===== src/rtl/mem_port_ctrl.sv =====
// Single-outstanding CPU-to-Memory port controller with keyboard-address protection
// and a bounded wait on mem_busy; every output is driven straight from a flop.
module mem_port_ctrl #(
   parameter int unsigned BUSY_TIMEOUT = 255,
   parameter logic [15:0] KBD_ADDR     = 16'h6000
) (
   input  logic        clk,
   input  logic        reset,
   input  logic        req_valid,
   output logic        req_ready,
   input  logic        req_write,
   input  logic [15:0] req_addr,
   input  logic [15:0] req_wdata,
   output logic        rsp_valid,
   output logic [15:0] rsp_rdata,
   output logic        rsp_err,
   output logic        mem_load,
   output logic [15:0] mem_address,
   output logic [15:0] mem_in,
   input  logic        mem_busy,
   input  logic [15:0] mem_out
);

   typedef enum logic [1:0] {StIdle, StIssue, StCapture, StResp} state_e;

   // The busy cycle that would bring the count up to BUSY_TIMEOUT ends the access.
   localparam logic [7:0] BusyLimit = 8'(BUSY_TIMEOUT - 1);

   state_e      state_q, state_d;
   logic [15:0] addr_q, addr_d;
   logic [15:0] wdata_q, wdata_d;
   logic [15:0] rdata_q, rdata_d;
   logic        write_q, write_d;
   logic [7:0]  busy_cnt_q, busy_cnt_d;
   logic        load_q, load_d;
   logic        ready_q, ready_d;
   logic        rsp_valid_q, rsp_valid_d;
   logic        rsp_err_q, rsp_err_d;

   logic        handshake;
   logic        illegal;
   logic        timeout;
   logic        fail;

   assign handshake = req_valid & ready_q;
   assign illegal   = (req_addr > KBD_ADDR) | (req_write & (req_addr == KBD_ADDR));
   assign timeout   = mem_busy & (busy_cnt_q >= BusyLimit);

   // State and output registers
   always_ff @(posedge clk) begin
      if (reset) begin
         state_q     <= StIdle;
         addr_q      <= '0;
         wdata_q     <= '0;
         rdata_q     <= '0;
         write_q     <= 1'b0;
         busy_cnt_q  <= '0;
         load_q      <= 1'b0;
         ready_q     <= 1'b1;
         rsp_valid_q <= 1'b0;
         rsp_err_q   <= 1'b0;
      end else begin
         state_q     <= state_d;
         addr_q      <= addr_d;
         wdata_q     <= wdata_d;
         rdata_q     <= rdata_d;
         write_q     <= write_d;
         busy_cnt_q  <= busy_cnt_d;
         load_q      <= load_d;
         ready_q     <= ready_d;
         rsp_valid_q <= rsp_valid_d;
         rsp_err_q   <= rsp_err_d;
      end
   end

   // Next-state logic; fail marks an entry into RESP that must report an error.
   always_comb begin
      state_d = state_q;
      fail    = 1'b0;
      unique case (state_q)
         StIdle: begin
            if (handshake) begin
               if (illegal) begin
                  state_d = StResp;
                  fail    = 1'b1;
               end else begin
                  state_d = StIssue;
               end
            end
         end
         StIssue: begin
            if (!mem_busy) begin
               state_d = write_q ? StResp : StCapture;
            end else if (timeout) begin
               state_d = StResp;
               fail    = 1'b1;
            end
         end
         StCapture: state_d = StResp;
         StResp:    state_d = StIdle;
      endcase
   end

   // Next values of the registered outputs and datapath
   always_comb begin
      addr_d     = addr_q;
      wdata_d    = wdata_q;
      write_d    = write_q;
      busy_cnt_d = busy_cnt_q;
      rdata_d    = rdata_q;

      // Illegal requests never reach the Memory pins, so the latch is skipped for them.
      if (state_q == StIdle && handshake && !illegal) begin
         addr_d     = req_addr;
         wdata_d    = req_wdata;
         write_d    = req_write;
         busy_cnt_d = '0;
      end

      if (state_q == StIssue && mem_busy && busy_cnt_q != 8'hFF) begin
         busy_cnt_d = busy_cnt_q + 8'd1;
      end

      if (state_q == StCapture) begin
         rdata_d = mem_out;
      end

      if (fail) begin
         rdata_d = '0;
      end

      load_d      = (state_d == StIssue) & write_d;
      ready_d     = (state_d == StIdle);
      rsp_valid_d = (state_d == StResp);
      rsp_err_d   = fail;
   end

   assign req_ready   = ready_q;
   assign rsp_valid   = rsp_valid_q;
   assign rsp_rdata   = rdata_q;
   assign rsp_err     = rsp_err_q;
   assign mem_load    = load_q;
   assign mem_address = addr_q;
   assign mem_in      = wdata_q;

endmodule


===== config.mk =====
export PLATFORM = sky130hd
export DESIGN_NAME = mem_port_ctrl
export DESIGN_NICKNAME = d
export VERILOG_FILES = /design/src/rtl/mem_port_ctrl.sv
export SDC_FILE = /design/constraint.sdc
export NUM_CORES = 1
export LEC_CHECK = 0
export CAP_MARGIN = 20
export CORE_ASPECT_RATIO = 1.5
export CORE_UTILIZATION = 39
export CTS_BUF_LIST = sky130_fd_sc_hd__clkbuf_8
export DETAILED_ROUTE_END_ITERATION = 10
export GPL_TIMING_DRIVEN = 0
export PLACE_DENSITY_LB_ADDON = 0.12
export SYNTH_ARGS = -nofsm -noshare
export SYNTH_HDL_FRONTEND = slang
export SYNTH_SLANG_ARGS = --single-unit

===== constraint.sdc =====
create_clock -name clk -period 1.9 [get_ports clk]
set_clock_uncertainty 0.2 [all_clocks]
set_input_delay 0.38 -clock clk [delete_from_list [all_inputs] [get_ports clk]]
set_output_delay 0.38 -clock clk [all_outputs]
set_load 0.05 [all_outputs]

==> impl_metrics.env, run 1 <==
export IMPL_status="completed"
export IMPL_synth_area_leader_cell="dfxtp_1"
export IMPL_hold_viol_final=0
export IMPL_vias=2371
export IMPL_antenna_cells=0
export IMPL_cts_buffer_depth=2
export IMPL_die_w_um=66.7
export IMPL_crit_type="input port to flop"
export IMPL_start_util_pct=40.2
export IMPL_synth_seq_cells=63
export IMPL_placed_cell_area_um2=3570
export IMPL_root_buffer="clkbuf_8"
export IMPL_final_cell_count_no_fill=485
export IMPL_min_path_cells=3
export IMPL_utilization_pct=63.1
export IMPL_netlist_cell_type_count=32
export IMPL_ir_drop_uv=525
export IMPL_final_cell_area_um2=3840
export IMPL_reg2reg_depth=6
export IMPL_hold_path_class="input port to flop"
export IMPL_period_share_pct=97.0
export IMPL_syn_avg_cell_area_um2=8.51
export IMPL_tightestPinTransition_ns=0.527
export IMPL_post_dp_hpwl_um=4380
export IMPL_syn_instance_count=288
export IMPL_period_needed_ns=1.84
export IMPL_r2r_slack_ns=0.08
export IMPL_port_buffers=103
export IMPL_p_leak_uw=0.00176
export IMPL_r2r_start="state_q[0]$_SDFF_PP0_"
export IMPL_slew_headroom_pct=64.9
export IMPL_pre_cts_ws_ns=-0.688
export IMPL_holdPathEnd="mem_address[0]$_SDFFE_PP0P_"
export IMPL_clock_sinks=63
export IMPL_die_h_um=99.1
export IMPL_finalSetupViolCount=0
export IMPL_cp_end_kind="flop"
export IMPL_crit_path_start_kind="input port"
export IMPL_layout_nets=461
export IMPL_wirelength_um=6220
export IMPL_clkSlewWorstSetupHoldPaths_ns=0.08
export IMPL_synth_top_cell_area_share_pct=51.5
export IMPL_drive_gt1_share_pct=13.6
export IMPL_yosysMostFrequentCell="nand2_1"
export IMPL_setup_tns_ns=0
export IMPL_synth_warning_count=0
export IMPL_ys_seq_area_share_pct=51.5
export IMPL_grt_first_pass_wirelength_um=9700
export IMPL_dp_cells=465
export IMPL_rows=35
export IMPL_grt_usage_pct=19.3
export IMPL_drc=0
export IMPL_firstDrtPassIters=4
export IMPL_crit_required_ns=1.96
export IMPL_slew_violations=0
export IMPL_fillers=564
export IMPL_routedWlPerCell_um=12.8
export IMPL_clock_latency_ns=0.33
export IMPL_tritoncts="done"
export IMPL_syn_to_final_growth_pct=56.8
export IMPL_synth_flop_cell="dfxtp_1"
export IMPL_syn_nets=343
export IMPL_cts_made_buffers=9
export IMPL_r2r_end="mem_load$_SDFF_PP0_"
export IMPL_synthesis_area_um2=2450
export IMPL_synth_async_reset_ratio_pct=0
export IMPL_drt_vias_per_instance=4.89
export IMPL_hold_path_startpoint="req_addr[0]"
export IMPL_core_area_um2=6090
export IMPL_grt_pass1_vias=2231
export IMPL_power_density_nw_per_um2=882
export IMPL_die_area_um2=6610
export IMPL_antenna_found_initial=0
export IMPL_cap_violations=0
export IMPL_synth_common_cells="nand2_1, dfxtp_1, a21oi_1"
export IMPL_cp_arrival_ns=1.90
export IMPL_antenna_left=0
export IMPL_fin_ws_ns=0.0572
export IMPL_gp_congestion=0.766
export IMPL_grt_max_degree=17
export IMPL_io_pins=105
export IMPL_synth_edff_count=0
export IMPL_clock_fmax_mhz=543
export IMPL_htree_levels=3
export IMPL_gr_total_overflow=0
export IMPL_path_max_fanout=5
export IMPL_yosys_top_cells_area="dfxtp_1, nand2_1, a21oi_1"
export IMPL_drt_iter0_drc=63
## sequential cells by signal, summed over array words and instances (netlist names)
name,cells
req_ready,1
rsp_rdata,16
write_q,1
mem_load,1
rsp_valid,1
mem_address,16
busy_cnt_q,8
mem_in,16
state_q,2
rsp_err,1
## logic make-up (layout without fill, tap and decap cells)
family                     count (synthesis)  after routing  share of synthesized area [%]
and+or+nand+nor                          133            134                           24.3
AOI/OAI and AO/OA                         51             51                           11.6
DFF                                       63             63                           51.5
muxes                                     17             17                           6.95
adders and majority gates                  2              2                           1.02
xor gates and xnor gates                   2              2                          0.715
buffers and inverters                     20            142                           3.93
## where the power goes
group	switching, µW	internal (µW)
registers	42.7	1400
logic	492	306
clock network	510	634
## what timing repair did
| item | 4_1_cts | 5_1_grt |
|---|---|---|
| resized for setup | 79 | 28 |
| setup endpoints to repair | 110 | 55 |
| hold buffers | 0 | 0 |
| gates cloned | 1 | 1 |
| buffers inserted | 1 | 3 |
| pin swaps | 6 | 11 |
## critical path, cell delays in order
cell and delay (ns):
dlygate4sd2_1 0.27, nor4_2 0.22, nand4_1 0.15, buf_6 0.16, a31o_4 0.23, buf_8 0.14, mux2i_4 0.18, nor3b_2 0.17
## worst max path at each step
stage | from | endpoint | slack, ns | cells after the start
floorplan | req_addr[0] | mem_address[0]$_SDFFE_PP0P_ | 0.03 | 7
detailed placement | req_addr[5] | mem_in[14]$_SDFFE_PP0P_ | -0.69 | 8
global placement | req_addr[0] | mem_in[14]$_SDFFE_PP0P_ | -0.69 | 8
global route | state_q[0]$_SDFF_PP0_ | mem_load$_SDFF_PP0_ | -0.003 | 6
CTS | req_valid | mem_load$_SDFF_PP0_ | 0.007 | 6
finish | req_addr[11] | mem_load$_SDFF_PP0_ | 0.06 | 8
## placed cells by master (no fill, tap or decap), types with 7 or more instances in the layout
cell type        synthesis  routed
nand2_1                 64      64
nand3_1                  7       7
buf_4                    3       7
mux2i_1                 17      16
dlygate4sd2_1            0      56
a21oi_1                 38      38
clkdlybuf4s50_1          0      37
nor2_1                  34      34
clkbuf_8                 0      10
dfxtp_1                 63      60
## routing by layer
| layer | track usage, % | vias to the layer above | routed length (µm) |
|---|---|---|---|
| met3 | 5.90 | 5 | 459 |
| met1 | 19.9 | 1072 | 2480 |
| li1 | - | 1212 | - |
| met5 | 0 | - | 0 |
| met4 | 9.17 | 0 | 83 |
| met2 | 34.2 | 82 | 3200 |
## through the flow
stage | hold WS (ns) | total power [µW]
floorplan | 0.275 | 1970
global placement | 0.242 | 2270
detailed placement | 0.247 | 2280
CTS | 0.223 | 3410
global route | 0.0885 | 3550
finish | 0.0905 | 3390
## final cells by class
class / instances / area (µm²) / share of cell area (%)
buffer: 15 / 101 / 2.64
clock buffer: 10 / 138 / 3.58
clock inverter: 6 / 60.1 / 1.56
inverter: 3 / 11.3 / 0.293
multi-input combinational: 206 / 1190 / 31.1
sequential: 63 / 1260 / 32.9
tap: 74 / 92.6 / 2.41
timing repair buffer: 108 / 980 / 25.5
No activity file was read; power rests on OpenSTA's default activity.
==> inputs of run 2 (changes only) <==
- CORE_MARGIN: default -> 2
==> run 2 against run 1 <==
Net effect:
- maximum frequency grew 0.39%
- wire length decreased by 3.9%
- combinational power down 3.0%
- worst hold slack better by 0.0036 ns
- highest routed layer unchanged
- clock power grew 8%
- first-iteration DRC count is 25% higher
- largest cell class unchanged
==> impl_metrics.env, run 2 (synthesis gave the netlist of run 1 again) <==
export IMPL_pre_cts_ws_ns=-0.710
export IMPL_power_uw=3450
export IMPL_status="completed"
export IMPL_slew_violations=0
export IMPL_fin_ws_ns=0.0644
export IMPL_crit_required_ns=1.96
export IMPL_timing_hold_ws_ns=0.0940
export IMPL_min_path_cells=3
export IMPL_reg2reg_depth=5
export IMPL_r2r_start="state_q[0]$_SDFF_PP0_"
export IMPL_cp_arrival_ns=1.90
export IMPL_p_leak_uw=0.00176
export IMPL_tightestPinTransition_ns=0.520
export IMPL_cap_violations=0
export IMPL_r2r_slack_ns=0.09
export IMPL_drc=0
export IMPL_hold_path_startpoint="req_addr[0]"
export IMPL_syn_to_final_growth_pct=56.9
export IMPL_clock_latency_ns=0.33
export IMPL_post_dp_hpwl_um=4370
export IMPL_setup_tns_ns=0
export IMPL_slew_headroom_pct=65.5
export IMPL_ir_drop_uv=599
export IMPL_drt_iter0_drc=79
export IMPL_hold_path_class="input port to flop"
export IMPL_grt_first_pass_wirelength_um=9350
export IMPL_grt_usage_pct=17.8
export IMPL_die_h_um=101
export IMPL_placed_cell_area_um2=3570
export IMPL_die_area_um2=6950
export IMPL_final_common_cell="nand2_1"
export IMPL_clock_fmax_mhz=545
export IMPL_gr_total_overflow=0
export IMPL_vias=2340
export IMPL_power_density_nw_per_um2=898
export IMPL_r2r_end="mem_load$_SDFF_PP0_"
export IMPL_period_share_pct=96.6
export IMPL_gp_congestion=0.755
export IMPL_period_needed_ns=1.84
export IMPL_crit_type="input port to flop"
export IMPL_rsz0062_at_grt="false"
export IMPL_antenna_left=0
export IMPL_drive_gt1_share_pct=12.5
export IMPL_core_area_um2=6130
export IMPL_rows=35
export IMPL_firstDrtPassIters=4
export IMPL_antenna_cells=0
export IMPL_ctsHoldBuffers=0
export IMPL_grt_pass1_vias=2167
export IMPL_cts_made_buffers=9
export IMPL_io_pins=105
export IMPL_holdPathEnd="mem_address[0]$_SDFFE_PP0P_"
export IMPL_htree_levels=3
export IMPL_path_max_fanout=5
export IMPL_layout_nets=459
export IMPL_cp_startpoint="req_addr[1]"
export IMPL_hold_viol_final=0
export IMPL_tritoncts="done"
export IMPL_die_w_um=68.7
export IMPL_clock_sinks=63
export IMPL_cp_end_kind="flop"
export IMPL_port_buffers=103
export IMPL_mostFrequentLayoutCells="nand2_1, dfxtp_1, dlygate4sd2_1, a21oi_1, clkdlybuf4s50_1"
export IMPL_grt_max_degree=17
export IMPL_root_buffer="clkbuf_8"
export IMPL_cts_buffer_depth=2
export IMPL_crit_path_start_kind="input port"
export IMPL_antenna_found_initial=0
export IMPL_wirelength_um=5980
export IMPL_final_cell_area_um2=3840
export IMPL_routedWlPerCell_um=12.4
export IMPL_clkSlewWorstSetupHoldPaths_ns=0.07
export IMPL_start_util_pct=40.0
export IMPL_finalSetupViolCount=0
export IMPL_drt_vias_per_instance=4.85
## run 2: worst max path at each step
stage / end / slack [ns] / cells past startpoint
6_report: mem_load$_SDFF_PP0_ / 0.06 / 8
5_1_grt: mem_load$_SDFF_PP0_ / 0.003 / 5
4_1_cts: mem_load$_SDFF_PP0_ / 0.01 / 6
3_5_place_dp: mem_in[9]$_SDFFE_PP0P_ / -0.71 / 8
3_3_place_gp: mem_in[9]$_SDFFE_PP0P_ / -0.68 / 8
2_1_floorplan: mem_address[0]$_SDFFE_PP0P_ / 0.03 / 7
## run 2: critical path: stages
cell and delay [ns]:
clkdlybuf4s15_1 0.19, nor4_2 0.30, nand4_1 0.16, buf_6 0.16
a31o_4 0.23, buf_8 0.14, mux2i_4 0.18, nor3b_2 0.17
## run 2: per-layer routing
layer | up-vias | GRT usage, % | share of wire (%)
met5 | - | 0 | 0
met4 | 0 | 9.50 | 2.0
met3 | 10 | 5.03 | 7.8
met2 | 77 | 31.1 | 51
met1 | 1051 | 18.5 | 39
li1 | 1202 | - | -
## run 2: power breakdown
part,switching [µW],internal [µW],total (µW)
sequential,42.9,1400,1450
combinational,482,294,775
clock,476,758,1230
## run 2: layout make-up
type,instances,area (µm²)
multi-input combinational,205,1180
fill,574,2290
clock buffer,10,138
sequential,63,1260
timing repair buffer,107,977
buffer,15,105
tap,74,92.6
clock inverter,5,73.8
inverter,3,11.3
## run 2: repair_timing
action,CTS,global route
pin swaps,5,11
gates cloned,1,0
setup endpoints to repair,110,55
setup buffers,2,1
resized for setup,79,28
## run 2: metrics by stage
stage | util [%] | cells
3_3_place_gp | 58.3 | 465
2_1_floorplan | - | 288
5_1_grt | 62.7 | 482
3_5_place_dp | 58.3 | 465
4_1_cts | 61.8 | 481
6_report | 62.7 | 482
